**src/rtl/load_hazard_stall_unit_if.sv**
```systemverilog
// Pipeline-side signal bundle for the load hazard stall unit.
// The master side is the pipeline, which drives the hazard inputs. The slave side is the stall unit.
interface load_hazard_stall_unit_if #(
    parameter int CNT_WIDTH = 32
);
    logic [4:0]           rs_cu;
    logic [4:0]           rt_cu;
    logic                 uses_rs_cu;
    logic                 uses_rt_cu;
    logic [5:0]           op_ex;
    logic [4:0]           rd_ex;
    logic                 register_write_ex;
    logic                 mem_req;
    logic                 mem_ready;
    logic                 branch_taken_ex;
    logic                 stall_pc;
    logic                 stall_if_id;
    logic                 bubble_id_ex;
    logic                 freeze_ex_mem;
    logic                 flush_if_id;
    logic                 mem_timeout;
    logic [CNT_WIDTH-1:0] stall_cycles;

    modport master (
        output rs_cu, rt_cu, uses_rs_cu, uses_rt_cu, op_ex, rd_ex,
               register_write_ex, mem_req, mem_ready, branch_taken_ex,
        input  stall_pc, stall_if_id, bubble_id_ex, freeze_ex_mem,
               flush_if_id, mem_timeout, stall_cycles
    );

    modport slave (
        input  rs_cu, rt_cu, uses_rs_cu, uses_rt_cu, op_ex, rd_ex,
               register_write_ex, mem_req, mem_ready, branch_taken_ex,
        output stall_pc, stall_if_id, bubble_id_ex, freeze_ex_mem,
               flush_if_id, mem_timeout, stall_cycles
    );
endinterface

```
**src/rtl/load_hazard_stall_unit.sv**
```systemverilog
// Stall/flush controller for a 5-stage MIPS pipeline.
// It handles load-use bubbles, memory-wait freezes, branch flushes, a memory watchdog and a stall-cycle counter.
module load_hazard_stall_unit #(
    parameter int MEM_TIMEOUT = 64,
    parameter int CNT_WIDTH   = 32
) (
    input logic                     clk,
    input logic                     reset_n,
    load_hazard_stall_unit_if.slave bus
);
    localparam int WAIT_W = (MEM_TIMEOUT > 0) ? $clog2(MEM_TIMEOUT + 1) : 1;

    typedef enum logic [1:0] {
        RUN      = 2'd0,
        MEM_WAIT = 2'd1,
        HALT     = 2'd2
    } state_t;

    state_t               r_state;
    state_t               w_state_nxt;
    logic [WAIT_W-1:0]    r_wait_cnt;
    logic [WAIT_W-1:0]    w_wait_cnt_nxt;
    logic                 r_mem_timeout;
    logic                 w_mem_timeout_nxt;
    logic [CNT_WIDTH-1:0] r_stall_cycles;

    logic w_is_load;
    logic w_load_use;
    logic w_mem_stall;
    logic w_stall;
    logic w_bubble;
    logic w_freeze;
    logic w_flush;

    // Only loads need a bubble; every other producer is covered by forwarding.
    assign w_is_load   = (bus.op_ex >= 6'd32) && (bus.op_ex <= 6'd38);
    assign w_load_use  = w_is_load && bus.register_write_ex && (bus.rd_ex != 5'd0) &&
                         ((bus.uses_rs_cu && (bus.rd_ex == bus.rs_cu)) ||
                          (bus.uses_rt_cu && (bus.rd_ex == bus.rt_cu)));
    assign w_mem_stall = bus.mem_req && !bus.mem_ready;

    always_comb begin
        w_state_nxt       = r_state;
        w_wait_cnt_nxt    = r_wait_cnt;
        w_mem_timeout_nxt = r_mem_timeout;
        w_stall           = 1'b0;
        w_bubble          = 1'b0;
        w_freeze          = 1'b0;
        w_flush           = 1'b0;
        case (r_state)
            RUN: begin
                w_wait_cnt_nxt = '0;
                if (w_mem_stall) begin
                    w_stall        = 1'b1;
                    w_freeze       = 1'b1;
                    w_state_nxt    = MEM_WAIT;
                    w_wait_cnt_nxt = WAIT_W'(1);
                end else if (w_load_use) begin
                    w_stall  = 1'b1;
                    w_bubble = 1'b1;
                end else if (bus.branch_taken_ex) begin
                    w_flush = 1'b1;
                end
            end
            MEM_WAIT: begin
                // Hazard and branch inputs are ignored here; the frozen stages hold them for RUN.
                if (bus.mem_ready) begin
                    w_state_nxt    = RUN;
                    w_wait_cnt_nxt = '0;
                end else begin
                    w_stall  = 1'b1;
                    w_freeze = 1'b1;
                    if ((MEM_TIMEOUT != 0) && (r_wait_cnt == WAIT_W'(MEM_TIMEOUT))) begin
                        w_state_nxt       = HALT;
                        w_mem_timeout_nxt = 1'b1;
                    end else if (r_wait_cnt != {WAIT_W{1'b1}}) begin
                        w_wait_cnt_nxt = r_wait_cnt + WAIT_W'(1);
                    end
                end
            end
            HALT: begin
                w_stall           = 1'b1;
                w_freeze          = 1'b1;
                w_mem_timeout_nxt = 1'b1;
            end
            default: begin
                w_state_nxt    = RUN;
                w_wait_cnt_nxt = '0;
            end
        endcase
    end

    always_ff @(posedge clk) begin
        if (!reset_n) begin
            r_state        <= RUN;
            r_wait_cnt     <= '0;
            r_mem_timeout  <= 1'b0;
            r_stall_cycles <= '0;
        end else begin
            r_state       <= w_state_nxt;
            r_wait_cnt    <= w_wait_cnt_nxt;
            r_mem_timeout <= w_mem_timeout_nxt;
            if (w_stall && (r_stall_cycles != {CNT_WIDTH{1'b1}})) begin
                r_stall_cycles <= r_stall_cycles + CNT_WIDTH'(1);
            end
        end
    end

    // All outputs are forced low while reset is held.
    assign bus.stall_pc      = reset_n & w_stall;
    assign bus.stall_if_id   = reset_n & w_stall;
    assign bus.bubble_id_ex  = reset_n & w_bubble;
    assign bus.freeze_ex_mem = reset_n & w_freeze;
    assign bus.flush_if_id   = reset_n & w_flush;
    assign bus.mem_timeout   = reset_n & r_mem_timeout;
    assign bus.stall_cycles  = reset_n ? r_stall_cycles : '0;
endmodule

```
**src/flat_wrapper.sv**
```systemverilog
// flat-port wrapper written by rule: the top's interface ports become plain ports
module load_hazard_stall_unit_flat 
#(
    parameter int MEM_TIMEOUT = 64,
    parameter int CNT_WIDTH   = 32
)
  (clk, reset_n, bus_rs_cu, bus_rt_cu, bus_uses_rs_cu, bus_uses_rt_cu, bus_op_ex, bus_rd_ex, bus_register_write_ex, bus_mem_req, bus_mem_ready, bus_branch_taken_ex, bus_stall_pc, bus_stall_if_id, bus_bubble_id_ex, bus_freeze_ex_mem, bus_flush_if_id, bus_mem_timeout, bus_stall_cycles);
  load_hazard_stall_unit_if #(.CNT_WIDTH(CNT_WIDTH)) bus_i ();
  input logic clk;
  input logic reset_n;
  input wire logic [$bits(bus_i.rs_cu)-1:0] bus_rs_cu;
  input wire logic [$bits(bus_i.rt_cu)-1:0] bus_rt_cu;
  input wire logic [$bits(bus_i.uses_rs_cu)-1:0] bus_uses_rs_cu;
  input wire logic [$bits(bus_i.uses_rt_cu)-1:0] bus_uses_rt_cu;
  input wire logic [$bits(bus_i.op_ex)-1:0] bus_op_ex;
  input wire logic [$bits(bus_i.rd_ex)-1:0] bus_rd_ex;
  input wire logic [$bits(bus_i.register_write_ex)-1:0] bus_register_write_ex;
  input wire logic [$bits(bus_i.mem_req)-1:0] bus_mem_req;
  input wire logic [$bits(bus_i.mem_ready)-1:0] bus_mem_ready;
  input wire logic [$bits(bus_i.branch_taken_ex)-1:0] bus_branch_taken_ex;
  output wire logic [$bits(bus_i.stall_pc)-1:0] bus_stall_pc;
  output wire logic [$bits(bus_i.stall_if_id)-1:0] bus_stall_if_id;
  output wire logic [$bits(bus_i.bubble_id_ex)-1:0] bus_bubble_id_ex;
  output wire logic [$bits(bus_i.freeze_ex_mem)-1:0] bus_freeze_ex_mem;
  output wire logic [$bits(bus_i.flush_if_id)-1:0] bus_flush_if_id;
  output wire logic [$bits(bus_i.mem_timeout)-1:0] bus_mem_timeout;
  output wire logic [$bits(bus_i.stall_cycles)-1:0] bus_stall_cycles;
  assign bus_i.rs_cu = bus_rs_cu;
  assign bus_i.rt_cu = bus_rt_cu;
  assign bus_i.uses_rs_cu = bus_uses_rs_cu;
  assign bus_i.uses_rt_cu = bus_uses_rt_cu;
  assign bus_i.op_ex = bus_op_ex;
  assign bus_i.rd_ex = bus_rd_ex;
  assign bus_i.register_write_ex = bus_register_write_ex;
  assign bus_i.mem_req = bus_mem_req;
  assign bus_i.mem_ready = bus_mem_ready;
  assign bus_i.branch_taken_ex = bus_branch_taken_ex;
  assign bus_stall_pc = bus_i.stall_pc;
  assign bus_stall_if_id = bus_i.stall_if_id;
  assign bus_bubble_id_ex = bus_i.bubble_id_ex;
  assign bus_freeze_ex_mem = bus_i.freeze_ex_mem;
  assign bus_flush_if_id = bus_i.flush_if_id;
  assign bus_mem_timeout = bus_i.mem_timeout;
  assign bus_stall_cycles = bus_i.stall_cycles;
  load_hazard_stall_unit #(.MEM_TIMEOUT(MEM_TIMEOUT), .CNT_WIDTH(CNT_WIDTH)) u_core (.clk(clk), .reset_n(reset_n), .bus(bus_i));
endmodule
```
**config.mk**
```make
export PLATFORM = sky130hd
export DESIGN_NAME = load_hazard_stall_unit_flat
export DESIGN_NICKNAME = d
export VERILOG_FILES = /design/src/rtl/load_hazard_stall_unit_if.sv /design/src/rtl/load_hazard_stall_unit.sv /design/src/flat_wrapper.sv
export SDC_FILE = /design/constraint.sdc
export NUM_CORES = 1
export LEC_CHECK = 0
export CORE_UTILIZATION = 39
export CTS_CLUSTER_DIAMETER = 80
export DETAILED_ROUTE_END_ITERATION = 16
export PLACE_DENSITY_LB_ADDON = 0.08
export RECOVER_POWER = 100
export SLEW_MARGIN = 15
export SYNTH_ARGS = -nofsm -noshare
export SYNTH_HDL_FRONTEND = slang
export SYNTH_SLANG_ARGS = --single-unit
```
**constraint.sdc**
```tcl
create_clock -name clk -period 1.85 [get_ports clk]
set_clock_uncertainty 0.05 [all_clocks]
set_input_delay 0.2775 -clock clk [delete_from_list [all_inputs] [get_ports clk]]
set_output_delay 0.2775 -clock clk [all_outputs]
set_load 0.02 [all_outputs]
```
==> summary.txt <==
Yosys
  – Seq/Total Area, Yosys: 33.2%
  – #FFs+latches synth: 42
  – Post-synth EDFFs: 0
  – Post-synth ARST share: 0%
  – Ys Warns: 0
  – Avg Inst Size Synth: 7.85 sq um
  – Synth cell types: 42
  – Synth Flop Type: dfxtp_1
  – Post-Syn Area: 2530 sq um
  – Synth Net Count: 355
  – Gate count of the mapped netlist: 323

STA
  – Hold_ws: roughly 0.43 ns
  – Final Cycle Share: 106%
  – Fmax: 511 MHz
  – Final min period: 1.96 ns
  – RSZ-0062 raised after global routing: true
  – Relative slew slack: 73.1%
  – Setup ws final: -0.105 ns
  – Final hold violation count: 0
  – Max Slew Vio Count: 0
  – Worst-Margin Slew: 0.404 ns
  – Final setup viols: 18

Cells and area
  – Nets: 494
  – Finished Layout Cells: 540
  – Layout overhead on the synthesized area: 68.0%
  – Commonest non-fill, non-tap cell in the layout: buf_4
  – Commonest cells after routing, fill and taps aside: buf_4 (64), dlygate4sd2_1 (43), and2_1 (28), dfxtp_1 (27), nor2_1 (25)
  – Share of layout cells above drive strength 1: around two fifths
  – Fillers: 570
  – # diodes: 0

Power and ir drop
  – Sequential power share: a little under half
  – Net switching power: 517 uW
  – Cell Pwr Density: between 400 and 500 nW/um^2
  – Pint: 1480 uW
  – Leakage: 0.00186 uW
  – Max IR drop VDD: around 0.00045 V
  – Logic pwr share: about 17%
  – Sw frac: about a quarter
  – Clock Power Share: roughly 38%

Place
  – DP Wirelength: 5120 um
  – PortBufs: 66
  – GP Congestion: between 0.8 and 0.9
  – Placed instance count: 513

Setup path
  – Worst EP required: 1.99 ns
  – Setup crit start kind: register
  – RR Startpoint: u_core.r_stall_cycles[14]$_SDFFE_PN0P_
  – Worst-path cell chain: nand4_1 -> buf_6 -> nor4_4 -> inv_2 -> nor2_4 -> buf_12 -> nor4b_4 -> mux2_4
  – CP delay by family, top: simple AND/OR/NAND/NOR gates
  – CP Class: register to register
  – Crit Path Max Fanout: 4
  – WP data arrival: 2.10 ns
  – Critical path capture point type: register
  – Crit path max-delay cell type: nor4_4
  – Slowest stage delay, CP: 0.39 ns
  – CP startpoint: u_core.r_stall_cycles[14]$_SDFFE_PN0P_
  – Critical path buffers and inverters: 3

Floorplan
  – Placement Rows: 29
  – DIE HEIGHT: about 83 um
  – Total Die Area: between 6000 and 7000 sq um
  – CORE AREA: 6310 sq um
  – Starting Density: approximately two fifths
  – Chip width: approximately 83 um
  – I/O Pins: 67

Clocking
  – Clk buf depth: 2
  – Clock root buffer: clkbuf_8
  – # clock sinks: 42
  – H-tree Lvls: 2
  – CTS Buf Count: 5
  – Clock-pin slew of the registers on the worst-case setup and hold paths: 0.09 ns
  – TritonCTS clock tree: yes
  – Clk_lat worst skew: 0.30 ns

Worst hold path
  – Worst hold start: u_core.r_mem_timeout$_SDFFE_PN0P_
  – Hold/Removal Path Class: register to register

Run status
  – Status: complete, but fails checks
  – Failing checks: negative setup slack

Job
  – MaxCap Viol Count: 0

GRT
  – Initial antenna violation count: 0
  – Gr usage total: 22.0%
  – Vias in the first global route: 2,630
  – Largest net degree at the start of global routing: 39
  – Global-route wire length before repair: between 10,000 and 15,000 um
  – GR Overflow Total: 0

Routing
  – Pre-Repair DR Iteration Count: 4
  – Vias: about 2,800
  – Detail Route Antenna Nets: 0
  – WL final: 7530 um
  – # DRC: 0
  – Vias per Instance: 5.28
  – Wire per inst: ~14 um
  – DR iter-0 viols: about 120
[worst register-to-register path, stage by stage (launching register included)]
cell	delay (ns)
dfxtp_2	0.35
nand4_1	0.10
buf_6	0.15
nor4_4	0.40
inv_2	0.12
nor2_4	0.18
buf_12	0.15
nor4b_4	0.05
mux2_4	0.29
[routing by layer]
layer | track usage [%] | part of all wire [%] | vias up
li1 | - | - | 1446
met1 | 27.3 | 44 | 1327
met2 | 39.3 | 51 | 70
met3 | 3.74 | 4.0 | 6
met4 | 5.69 | 0.94 | 0
met5 | 0 | 0 | -
[sequential cells by signal (all words and copies together) (netlist names)]
name	flops
u_core.r_state	2
u_core.r_stall_cycles	32
u_core.r_wait_cnt	7
u_core.r_mem_timeout	1
[synth_stat cells, types with 2 or more instances]
| master | count | share of area (%) |
|---|---|---|
| dfxtp_1 | 42 | 33 |
| or4_1 | 3 | 0.89 |
| nor3_1 | 6 | 1.2 |
| buf_4 | 2 | 0.59 |
| and2_2 | 3 | 0.89 |
| and2_1 | 28 | 6.9 |
| mux2_2 | 8 | 3.6 |
| buf_2 | 3 | 0.59 |
| o211ai_1 | 2 | 0.59 |
| nand3_1 | 18 | 3.6 |
| clkbuf_1 | 10 | 1.5 |
| o31ai_1 | 2 | 0.59 |
| nor2_1 | 28 | 4.1 |
| xor2_1 | 3 | 1.0 |
| and4_1 | 4 | 1.4 |
| nand4_1 | 15 | 3.7 |
| o21ai_0 | 23 | 4.5 |
| nor4_1 | 2 | 0.49 |
| nor4b_1 | 3 | 1.0 |
| or3_1 | 20 | 4.9 |
| xnor2_1 | 10 | 3.5 |
| and3_1 | 9 | 2.2 |
| a31oi_1 | 2 | 0.49 |
| a21oi_1 | 27 | 5.3 |
| a211oi_1 | 2 | 0.59 |
| o21a_1 | 2 | 0.59 |
| mux2i_1 | 2 | 0.79 |
| nand2_1 | 20 | 3.0 |
| inv_1 | 9 | 1.3 |
| ha_1 | 3 | 1.5 |
[power by group through the flow]
| stage | clock, uW | combinational [uW] | sequential [uW] |
|---|---|---|---|
| finish | 751 | 332 | 918 |
| detailed placement | 0 | 263 | 940 |
| global route | 806 | 360 | 919 |
| floorplan | 0 | 123 | 941 |
| global placement | 0 | 259 | 940 |
| CTS | 763 | 303 | 919 |
[logic make-up after synthesis]
logic type	Yosys count	synth area share, %
mux	10	4.34
simple gates	167	38.4
xor+xnor	13	4.49
compound gates	63	14.0
buf+inv	25	4.15
fa+ha+maj	3	1.48
flops	42	33.2
[metrics by stage]
stage	power (uW)	utilization [%]	worst slack [ns]	setup TNS (ns)	area [sq um]
after CTS	1990	64.9	-0.0877	-0.742	4100
after floorplan	1060	-	-0.0112	-0.0122	2600
after global routing	2090	67.5	-0.207	-4.14	4260
final	2000	67.5	-0.105	-0.899	4260
after detailed placement	1200	59.9	-0.774	-34.87	3780
after global placement	1200	59.9	-0.737	-34.31	3780
[layout make-up]
type	count	area, sq um	area share, %
clock buffer	5	68.8	1.62
sequential	42	867	20.4
timing repair buffer	148	1230	28.8
multi-input combinational	256	1920	45.0
tap	77	96.3	2.26
inverter	9	38.8	0.911
clock inverter	3	43.8	1.03
[final timing paths]
kind / endpoint / slack [ns] / cells past startpoint
max: u_core.r_stall_cycles[27]$_SDFFE_PN0P_ / -0.11 / 8
min: u_core.r_mem_timeout$_SDFFE_PN0P_ / 0.43 / 2
max reg2reg: u_core.r_stall_cycles[27]$_SDFFE_PN0P_ / -0.11 / 8
min reg2reg: u_core.r_mem_timeout$_SDFFE_PN0P_ / 0.43 / 2
[timing repair]
| item | 4_1_cts | 5_1_grt |
|---|---|---|
| setup endpoints to repair | 71 | 46 |
| gates resized for setup | 152 | 59 |
| hold buffers | 0 | 0 |
| pin swaps | 44 | 27 |
| gates cloned | 1 | 1 |
| setup buffers | 12 | 8 |
Note: power is estimated with default switching activity, not from simulation.
